<file path="src/rtl/bj_pkg.sv">
// rtl/bj_pkg.sv - shared deck constants, draw FSM states and card rank-to-value mapping
package bj_pkg;

    localparam int CARDS_PER_DECK = 52;
    localparam int RANKS          = 13;
    localparam logic [3:0] ACE    = 4'd1;

    typedef enum logic [2:0] {
        S_IDLE,
        S_PICK,
        S_PROBE,
        S_DELIVER,
        S_SHUFFLE
    } state_t;

    // Slot n holds rank n%13: ace first, then 2..10, then three ten-valued faces.
    function automatic logic [3:0] index_to_value(input logic [5:0] idx);
        int r;
        r = int'(idx) % RANKS;
        if (r == 0) return ACE;
        return (r < 10) ? 4'(r + 1) : 4'd10;
    endfunction

endpackage

</file>
<file path="src/rtl/card_lfsr.sv">
// rtl/card_lfsr.sv - 8-bit Fibonacci LFSR, x^8+x^6+x^5+x^4+1, reloadable seed
module card_lfsr (
    input  logic       clk,
    input  logic       rst,
    input  logic       load,
    input  logic [7:0] seed,
    output logic [7:0] q
);

    always_ff @(posedge clk) begin
        if (rst || load) begin
            q <= seed;
        end else begin
            q <= {q[6:0], q[7] ^ q[5] ^ q[4] ^ q[3]};
        end
    end

endmodule

</file>
<file path="src/rtl/card_deck_arbiter.sv">
// rtl/card_deck_arbiter.sv - 52-card shoe, round-robin player/dealer draws; BJ_FIXED_DECK_EN deals in order
module card_deck_arbiter
    import bj_pkg::*;
#(
    parameter logic [7:0] LFSR_SEED = 8'hA5
) (
    input  logic       clk,
    input  logic       rst,
    input  logic       shuffle,
    input  logic       req_player,
    input  logic       req_dealer,
    output logic       ack_player,
    output logic       ack_dealer,
    output logic [3:0] card_value,
    output logic [5:0] card_index,
    output logic       deck_empty,
    output logic [5:0] cards_remaining,
    output logic       busy,
    output logic       shuffle_done
);

    state_t                    state;
    logic [CARDS_PER_DECK-1:0] used;
    logic [5:0]                idx;
    logic                      gnt_dealer;
    logic                      last_dealer;
    logic                      shuffle_pending;

    function automatic logic [5:0] wrap_inc(input logic [5:0] i);
        return (i == 6'(CARDS_PER_DECK - 1)) ? 6'd0 : i + 6'd1;
    endfunction

`ifdef BJ_FIXED_DECK_EN
    logic [5:0] deal_ptr;
`else
    logic [7:0] lfsr_q;
    logic [5:0] pick_idx;
    logic       lfsr_unused;

    card_lfsr u_lfsr (
        .clk  (clk),
        .rst  (rst),
        .load (shuffle),
        .seed (LFSR_SEED),
        .q    (lfsr_q)
    );

    assign pick_idx    = (lfsr_q[5:0] >= 6'(CARDS_PER_DECK)) ? lfsr_q[5:0] - 6'(CARDS_PER_DECK)
                                                             : lfsr_q[5:0];
    assign lfsr_unused = ^lfsr_q[7:6];
`endif

    // A requester whose ack is showing this cycle has just been served; ignore its held request.
    logic req_p, req_d, pick_dealer;
    assign req_p       = req_player & ~ack_player;
    assign req_d       = req_dealer & ~ack_dealer;
    assign pick_dealer = req_d & (~req_p | ~last_dealer);

    assign busy = (state != S_IDLE);

    always_ff @(posedge clk) begin
        if (rst) begin
            state           <= S_IDLE;
            used            <= '0;
            idx             <= '0;
            gnt_dealer      <= 1'b0;
            last_dealer     <= 1'b1;
            shuffle_pending <= 1'b0;
            ack_player      <= 1'b0;
            ack_dealer      <= 1'b0;
            card_value      <= '0;
            card_index      <= '0;
            deck_empty      <= 1'b0;
            cards_remaining <= 6'(CARDS_PER_DECK);
            shuffle_done    <= 1'b0;
`ifdef BJ_FIXED_DECK_EN
            deal_ptr        <= '0;
`endif
        end else begin
            ack_player   <= 1'b0;
            ack_dealer   <= 1'b0;
            shuffle_done <= 1'b0;
            case (state)
                S_IDLE: begin
                    if (shuffle || shuffle_pending) begin
                        shuffle_pending <= 1'b0;
                        state           <= S_SHUFFLE;
                    end else if (req_p || req_d) begin
                        if (cards_remaining == 6'd0) begin
                            ack_player <= ~pick_dealer;
                            ack_dealer <= pick_dealer;
                            deck_empty <= 1'b1;
                            card_value <= '0;
                        end else begin
                            gnt_dealer <= pick_dealer;
                            state      <= S_PICK;
                        end
                    end
                end
                S_PICK: begin
`ifdef BJ_FIXED_DECK_EN
                    idx      <= deal_ptr;
                    deal_ptr <= deal_ptr + 6'd1;
                    state    <= S_DELIVER;
`else
                    if (!used[pick_idx]) begin
                        idx   <= pick_idx;
                        state <= S_DELIVER;
                    end else begin
                        idx   <= wrap_inc(pick_idx);
                        state <= S_PROBE;
                    end
`endif
                end
                S_PROBE: begin
                    if (!used[idx]) state <= S_DELIVER;
                    else            idx   <= wrap_inc(idx);
                end
                S_DELIVER: begin
                    used[idx]       <= 1'b1;
                    cards_remaining <= cards_remaining - 6'd1;
                    card_index      <= idx;
                    card_value      <= index_to_value(idx);
                    deck_empty      <= 1'b0;
                    ack_player      <= ~gnt_dealer;
                    ack_dealer      <= gnt_dealer;
                    last_dealer     <= gnt_dealer;
                    state           <= S_IDLE;
                end
                S_SHUFFLE: begin
                    used            <= '0;
                    cards_remaining <= 6'(CARDS_PER_DECK);
                    shuffle_done    <= 1'b1;
                    state           <= S_IDLE;
                end
                default: state <= S_IDLE;
            endcase
            // A shuffle arriving mid-draw waits for the draw to finish.
            if (shuffle && state != S_IDLE) shuffle_pending <= 1'b1;
`ifdef BJ_FIXED_DECK_EN
            if (shuffle) deal_ptr <= '0;
`endif
        end
    end

endmodule

</file>
<file path="config.mk">
export PLATFORM = sky130hd
export DESIGN_NAME = card_deck_arbiter
export DESIGN_NICKNAME = d
export VERILOG_FILES = /design/src/rtl/bj_pkg.sv /design/src/rtl/card_lfsr.sv /design/src/rtl/card_deck_arbiter.sv
export SDC_FILE = /design/constraint.sdc
export NUM_CORES = 1
export LEC_CHECK = 0
export ABC_CLOCK_PERIOD_IN_PS = 5100
export CORE_MARGIN = 4
export CORE_UTILIZATION = 55
export DETAILED_ROUTE_END_ITERATION = 6
export PLACE_DENSITY = 0.81
export SLEW_MARGIN = 20
export SYNTH_ARGS = -nofsm -noshare
export SYNTH_HDL_FRONTEND = slang
export SYNTH_SLANG_ARGS = --single-unit
</file>
<file path="constraint.sdc">
create_clock -name clk -period 5.1 [get_ports clk]
set_clock_uncertainty 0.15 [all_clocks]
set_input_delay 0.51 -clock clk [delete_from_list [all_inputs] [get_ports clk]]
set_output_delay 0.51 -clock clk [all_outputs]
set_load 0.01 [all_outputs]
</file>
Yosys cells after proc, flatten, opt, wreduce, memory -nomap -nowiden. Cells that the tools add are included. W data, S select, Z words.

Divide/modulo/power cells: 1. Eq/ne operators: 13. Add/sub/neg operators: 5. Bitwise operators: 16. Reduce and logical (&&, ||, !) cells: 19. Mux-type cells: 46. $lt $le $gt $ge: 5.

Operator list (number): $pmux W52 S2 (1); $or A52 B52 Y52 (1); $logic_not A32 Y1 (1); $lt A32 B5 Y1 const B (1); $mod A7 B5 Y32 const B (1); $mux W6 (5); $mux W4 (6); $pmux W6 S2 (2); $mux W1 (20); $lt A6 B7 Y1 const B (2); $add A6 B1 Y6 const B (2); $bmux W1 S6 (2); $eq A6 B6 Y1 const B (2); $mux W3 (4); $ne A2 B2 Y1 const B (5); $reduce_bool A2 Y1 (5); $pmux W3 S3 (1); $not A1 Y1 (8); $pmux W4 S2 (1); $reduce_and A4 Y1 (2); $demux W1 S6 (1); $eq A3 B2 Y1 const B (2); $ge A6 B1 Y1 const B (1); $ge A6 B6 Y1 const B (1); other kinds (17) (28).

Register bits after elaboration: 92. Output and inout bits: 21. Input port bits: 5.

Logic depth before layout (Yosys ltp). Gate-level depths: netlist (run 1).

Depth in word-level cells: 10. Gate-level depth with buffers: 16. Mapped depth without buffers: 14.

Modules after synthesis. Synthesis (run 1) repeated with hierarchy kept, for this count alone.

Cell total of the unflattened synthesis: 652. Area total of the unflattened synthesis: 5454.0 sq um.

Modules (own cells, without submodules): card_deck_arbiter (seq. area each 1681.6 sq um, instances 1, area each 5168.7 sq um, cells each 631); card_lfsr (seq. area each 160.2 sq um, instances 1, area each 285.3 sq um, cells each 21).

Worst setup path after synthesis (run 1). Ideal clock, no wire load.

Path type: reg2reg. Start point: register idx[0]. End point: register card_value[2]. Setup slack: 1.687 ns. Data required time: 4.863 ns. Cell stages (with the launch flop): 16. Arrival time: 3.176 ns. Period minus slack after synthesis: 3.413 ns. Buffers on the path: 2. Cell sequence: dfxtp_1 -> buf_2 -> clkinv_1 -> ha_1 -> nor3b_1 -> o211ai_1 -> nand4_1 -> and2_1 -> buf_2 -> a311oi_1 -> xnor2_1 -> inv_1 -> ha_1 -> o211ai_1 -> nand2_1 -> o31ai_1.

Longest elaborated chain between the ends: 7.

Ends and longest elaborated chain: start, declared (line card_deck_arbiter.sv:24) `logic [5:0] idx;`; start signal, assigned (line card_deck_arbiter.sv:107) `idx <= pick_idx;`; start signal, assigned (line card_deck_arbiter.sv:110) `idx <= wrap_inc(pick_idx);`; start signal, assigned (line card_deck_arbiter.sv:117) `else idx <= wrap_inc(idx);`; $mod A7 B5 Y32 * (line bj_pkg.sv:19) `r = int'(idx) % RANKS;`; branches (longest 4 deep; another with $lt A32 B5 Y1); $mux W4 * (line bj_pkg.sv:21) `return (r < 10) ? 4'(r + 1) : 4'd10;`; $pmux W4 S2 * (line card_deck_arbiter.sv:83) `case (state)`; end signal, assigned (line card_deck_arbiter.sv:123) `card_value <= index_to_value(idx);`; end, declared (line card_deck_arbiter.sv:14) `output logic [3:0] card_value,`.

Every way passes the cells marked *. The select of a mux whose other input is x is not followed. A chain may end at the register's enable or synchronous reset.

Worst setup path after layout (run 1).
Start point: register idx[5]. End point: register card_value[2].

The elaborated chain is that of the path after synthesis.

==> results of run 1 <==
flip-flops by register name, summed over array words and instances, names as in the netlist:
register and flops:
ack_dealer 1, ack_player 1, card_index 6, card_value 4, cards_remaining 6, deck_empty 1
gnt_dealer 1, idx 6, last_dealer 1, shuffle_done 1, shuffle_pending 1, state 3
u_lfsr.q 8, used 52
per-stage QoR:
stage,hold WS (ns),cell area [sq um],std cells,power [mW],worst slack (ns)
final,0.262,6070,786,2.01,0.848
after global routing,0.302,6070,786,2.11,0.519
after CTS,0.267,6060,786,2.00,0.939
after detailed placement,0.244,5850,770,1.48,0.926
after global placement,0.242,5850,770,1.46,1.19
after floorplan,0.234,5610,655,1.33,1.69
layer usage:
metal	vias to the layer above	routed length (um)	part of all wire
li1	2436	-	-
met1	2472	6310	0.42
met2	282	7020	0.47
met3	30	1370	0.091
met4	0	306	0.020
met5	-	0	0
where the power goes:
part | leakage [nW] | internal (mW) | total [mW] | switching [mW]
clock | 0.102 | 0.254 | 0.522 | 0.268
sequential | 0.744 | 0.746 | 0.811 | 0.0658
combinational | 1.25 | 0.238 | 0.678 | 0.440
total | 2.10 | 1.24 | 2.01 | 0.774
cell usage after synthesis, types with 6 or more instances:
| cell type | number |
|---|---|
| mux4_2 | 16 |
| ha_1 | 13 |
| nor3_1 | 24 |
| nand2_1 | 44 |
| or3_1 | 8 |
| a31oi_1 | 6 |
| o22ai_1 | 10 |
| dfxtp_1 | 92 |
| o21ai_0 | 14 |
| xor2_1 | 6 |
| nor4_1 | 8 |
| nand2b_1 | 8 |
| xnor2_1 | 9 |
| buf_2 | 14 |
| mux2i_1 | 16 |
| nor2b_1 | 6 |
| nor2_1 | 86 |
| o21ai_1 | 9 |
| a211oi_1 | 10 |
| a21oi_1 | 34 |
| nand3_1 | 9 |
| a22oi_1 | 56 |
| inv_1 | 15 |
| clkbuf_1 | 31 |
kinds of logic (layout without fill, tap and decap cells):
logic type | Yosys count | in the layout | share of synthesized area
adder cells (fa/ha/maj) | 13 | 13 | 0.0290
XOR/XNOR | 15 | 15 | 0.0234
flip-flops | 92 | 92 | 0.328
buffers and inverters | 71 | 69 | 0.0573
AND/OR/NAND/NOR | 230 | 230 | 0.205
multiplexers | 38 | 38 | 0.105
AO/OA/AOI/OAI | 196 | 196 | 0.253
critical path: cells and delay by family (launching register included):
kind	cells	cell delay, ns
AOI/OAI and AO/OA	6	1.64
xor gates and xnor gates	1	0.18
adders and majority gates	2	0.44
buffers and inverters	1	0.09
DFF	1	0.83
and+or+nand+nor	4	0.83
layout make-up:
class	instances	area share
clock buffers	11	0.0249
clock inverters	5	0.00968
inverters	17	0.0105
multi-input cells	492	0.570
flip-flops and latches	92	0.303
well taps	133	0.0274
repair buffers	36	0.0540
path summary, 6_finish.rpt:
| check | startpoint | to | slack, ns | depth (start not counted) |
|---|---|---|---|---|
| max | idx[5] | card_value[2] | 0.85 | 14 |
| min | u_lfsr.q[6] | u_lfsr.q[7] | 0.26 | 1 |
| max reg2reg | idx[5] | card_value[2] | 0.85 | 14 |
| min reg2reg | u_lfsr.q[6] | u_lfsr.q[7] | 0.26 | 1 |
==> impl_metrics.csv, run 1 <==
group,metric,value,unit
timing,relSlewSlack,0.373,
clock_tree,hold_buffers,0,
synthesis,yosysTopAreaCell,"dfxtp_1",
layout,multi_input_area,3460,sq um
placement,hpwl,10300,um
clock_tree,post_cts_buffers,0,
global_routing,gr-usage-met1,0.360,
layout,area_delta_synth_final,8.25,%
synthesis,synthFlopType,"dfxtp_1",
synthesis,synth_warnings,0,
clock_tree,clkSlewWorstSetupHoldPaths,0.09,ns
routing,avgRoutedWirePerCell,19.1,um
timing,maxSlewViolCount,0,
clock_tree,post_cts_resized,0,
clock_tree,cts.sinks,92,
job,maxCapViolCount,0,
routing,routed_wl,15000,um
critical_path,path_cells,"nand2_1 -> a21oi_1 -> ha_1 -> nor2_1 -> or2_4 -> a311oi_2 -> a21oi_1 -> a311oi_1 -> xnor2_1 -> inv_1 -> ha_1 -> o211ai_1 -> nand2_1 -> o31ai_1",
die,die_x,109,um
global_routing,busiest_layer,"met2",
clock_tree,clock_latency,0.37,ns
synthesis,syn-cell-area,5610,sq um
synthesis,synth.distinct_cells,79,
die,rows,36,
placement,io_buffers,25,
synthesis,ys_seq_area_frac,0.328,
critical_path,critPathMaxFanout,22,
outcome,status,"complete, no violations",
routing,vias,5220,
synthesis,post_synth.cell_area_avg,8.57,sq um
routing,drc_errors,0,
timing,finalCriticalPeriod,4.25,ns
clock_tree,htreeDepth,3,
layout,utilization,0.616,
synthesis,synth.area.top_cells,"dfxtp_1 (33%), a22oi_1 (7.5%), mux4_2 (6.4%)",
critical_path,start_kind,"flip-flop",
timing,rsz0062_at_grt,"false",
global_routing,groute.usage.overall,0.262,
synthesis,synth-async-reset-ratio,0,
die,dieArea,11900,sq um
routing,drtAntennaViolNets,0,
critical_path,critPathSlowestCell,"dfxtp_1",
synthesis,syn_inst,655,
timing,worst_slew_pin_slew,0.933,ns
synthesis,yosysTopAreaCellShare,0.328,
synthesis,synth-edff-count,0,
placement,gp_congestion,0.939,
die,die_y,109,um
layout,drive_gt1_frac,0.107,
global_routing,grt_use_met2,0.404,
global_routing,met3_usage,0.0533,
timing,max_freq,235,MHz
die,fp.coreArea,9860,sq um
power,p_per_area,331,nW/um^2
synthesis,synth_nets,673,
timing,setup_viol,0,
global_routing,grt_max_degree,53,
critical_path,cp.required,5.24,ns
routing,avgViaCountPerCell,6.64,
global_routing,grt_pass1_vias,4937,
power,power.leakage,2.10,nW
layout,diodes,0,
layout,nFillCells,823,
global_routing,grt_overflow,0,
global_routing,antenna_found_initial,0,
layout,nets,666,
critical_path,critPathArrivalTime,4.39,ns
synthesis,synth_seq_cells,92,
layout,register_area,1840,sq um
timing,finalCritPeriodShare,0.834,
routing,drt_iter0_markers,479,
clock_tree,tritoncts,"yes",
critical_path,endpoint_kind,"flip-flop",
layout,final_common_cell,"dfxtp_1",
min_path,hold_path.class,"flip-flop to flip-flop",
critical_path,crit_type,"flip-flop to flip-flop",
clock_tree,clockBufferDepth,2,
power,vdd_drop_max,0.226,mV
global_routing,grt_pass1_wl,24700,um
die,io_pins,26,
timing,hold_violations,0,
clock_tree,root_buffer,"clkbuf_8",
clock_tree,cts_buffers,9,
die,start_util,0.569,
timing,tns,0,ns
critical_path,worst_path_largest_cell_delay,0.83,ns
layout,mostFrequentLayoutCells,"dfxtp_1 (92), nor2_1 (86), a22oi_1 (56)",
routing,first_pass_iters,5,
Note: power is estimated with default switching activity, not from simulation.
==> run 2: changes to the inputs <==
- ABC_CLOCK_PERIOD_IN_PS: 5100 -> 3800
- PLACE_DENSITY: 0.81 -> 0.84
- clock period: 5.1 -> 3.8 ns (I/O delays scaled with it)
==> run 2 against run 1 <==
Effect of this change: worst setup slack worse by 0.58 ns; critical endpoint unchanged; cell count is 1.4% higher; largest power group unchanged; die area stayed put.
==> impl_metrics.csv, run 2 (synthesis gave the netlist of run 1 again) <==
group,metric,value,unit
layout,drive_gt1_frac,0.127,
critical_path,worst_path_largest_cell_delay,0.50,ns
routing,routed_wl,15300,um
die,io_pins,26,
layout,top_regs,"used (52), u_lfsr.q (8)",
critical_path,cp-startpoint,"idx[4]",
routing,avgViaCountPerCell,6.69,
layout,design_area,6180,sq um
timing,setup_viol,0,
global_routing,antenna_found_initial,0,
clock_tree,root_buffer,"clkbuf_8",
timing,timing.hold.ws,0.277,ns
routing,drtAntennaViolNets,0,
clock_tree,cts_buffers,9,
critical_path,start_kind,"flip-flop",
critical_path,r2r-start,"idx[4]",
critical_path,critPathMaxFanout,7,
clock_tree,clkSlewWorstSetupHoldPaths,0.10,ns
timing,relSlewSlack,0.232,
timing,maxSlewViolCount,0,
critical_path,critPathArrivalTime,3.67,ns
routing,vias,5328,
layout,regMostFlops,"used",
layout,nFillCells,798,
routing,avgRoutedWirePerCell,19.2,um
layout,diodes,0,
power,p_per_area,449,nW/um^2
critical_path,cp.required,3.93,ns
clock_tree,htreeDepth,3,
min_path,hold_path.class,"flip-flop to flip-flop",
global_routing,grt_pass1_vias,5091,
layout,final_common_cell,"dfxtp_1",
layout,utilization,0.626,
placement,io_buffers,25,
routing,first_pass_iters,7,
power,p_total,2.77,mW
critical_path,crit_type,"flip-flop to flip-flop",
power,power.leakage,2.16,nW
timing,finalCriticalPeriod,3.54,ns
placement,gp_congestion,0.910,
placement,hpwl,10800,um
timing,hold_violations,0,
routing,drt_iter0_markers,660,
critical_path,endpoint_kind,"flip-flop",
layout,nets,677,
timing,max_freq,283,MHz
clock_tree,tritoncts,"yes",
global_routing,groute.usage.overall,0.267,
die,dieArea,11900,sq um
clock_tree,cts.sinks,92,
clock_tree,clockBufferDepth,2,
die,fp.coreArea,9860,sq um
global_routing,grt_pass1_wl,25100,um
die,start_util,0.569,
min_path,hp-start,"u_lfsr.q[6]",
power,vdd_drop_max,0.317,mV
die,rows,36,
global_routing,grt_max_degree,57,
die,die_y,109,um
outcome,status,"complete, no violations",
layout,largest_reg_flops,52,
layout,area_delta_synth_final,10.1,%
critical_path,critPathSlowestCell,"dfxtp_1",
timing,tns,0,ns
timing,worst_slew_pin_slew,1.14,ns
clock_tree,clock_latency,0.37,ns
die,die_x,109,um
layout,mostFrequentLayoutCells,"dfxtp_1 (92), nor2_1 (86), a22oi_1 (56)",
clock_tree,hold_buffers,0,
timing,rsz0062_at_grt,"true",
global_routing,grt_overflow,0,
routing,drc_errors,0,
placement,place_area,5920,sq um
timing,finalCritPeriodShare,0.930,
job,maxCapViolCount,0,
critical_path,path_cells,"nand2_1 -> a21oi_1 -> ha_1 -> nor2_1 -> or2_4 -> a311oi_2 -> a21oi_2 -> a311oi_2 -> xnor2_1 -> inv_1 -> ha_1 -> o211ai_1 -> nand2_1 -> o31ai_1",
[run 2: cell types whose count changed in the layout (fill, tap and decap cells not counted), sizes merged]
cell      delta
buf         +11
clkinvlp     -1
inv          +1
[run 2: what timing repair did]
action | in CTS | in global routing
buffers inserted | 0 | 1
resized for setup | 0 | 6
endpoints found under the setup margin | 0 | 4
[run 2: critical path, delay by kind of cell, from the launching register on]
kind,cells,cell delay [ns]
compound gates,6,1.47
simple gates,4,0.59
flops,1,0.50
fa+ha+maj,2,0.43
xor+xnor,1,0.20
buf+inv,1,0.10
[run 2: area by class of cell]
cell class,instances,area (sq um),share of cell area
inverters,17,63.8,0.0103
repair buffers,47,410,0.0665
clock inverters,5,66.3,0.0107
well taps,133,166,0.0269
multi-input cells,492,3480,0.563
flip-flops and latches,92,1840,0.298
clock buffers,11,151,0.0245
[run 2: stage by stage]
step / std cells / setup WS, ns
detailed placement: 780 / 0.243
CTS: 796 / 0.195
global placement: 780 / 0.381
floorplan: 655 / 0.387
finish: 797 / 0.264
global route: 797 / -0.0254
[run 2: worst paths after layout]
check                   to  slack [ns]  depth (start not counted)
min            u_lfsr.q[7]        0.28                          1
max          card_value[2]        0.26                         14
max reg2reg  card_value[2]        0.26                         14
min reg2reg    u_lfsr.q[7]        0.28                          1
[run 2: where the power goes]
group,switching (mW),leakage [nW],internal (mW)
logic,0.646,1.31,0.354
registers,0.0517,0.744,1.00
clock network,0.372,0.108,0.348
[run 2: metal layers]
layer  vias up  track usage  part of all wire  wire length (um)
met5         -            0                 0                 0
met4         0        0.108             0.026               400
met3        42       0.0574             0.085              1300
met2       268        0.427              0.48              7420
met1      2562        0.351              0.41              6210
li1       2456            -                 -                 -
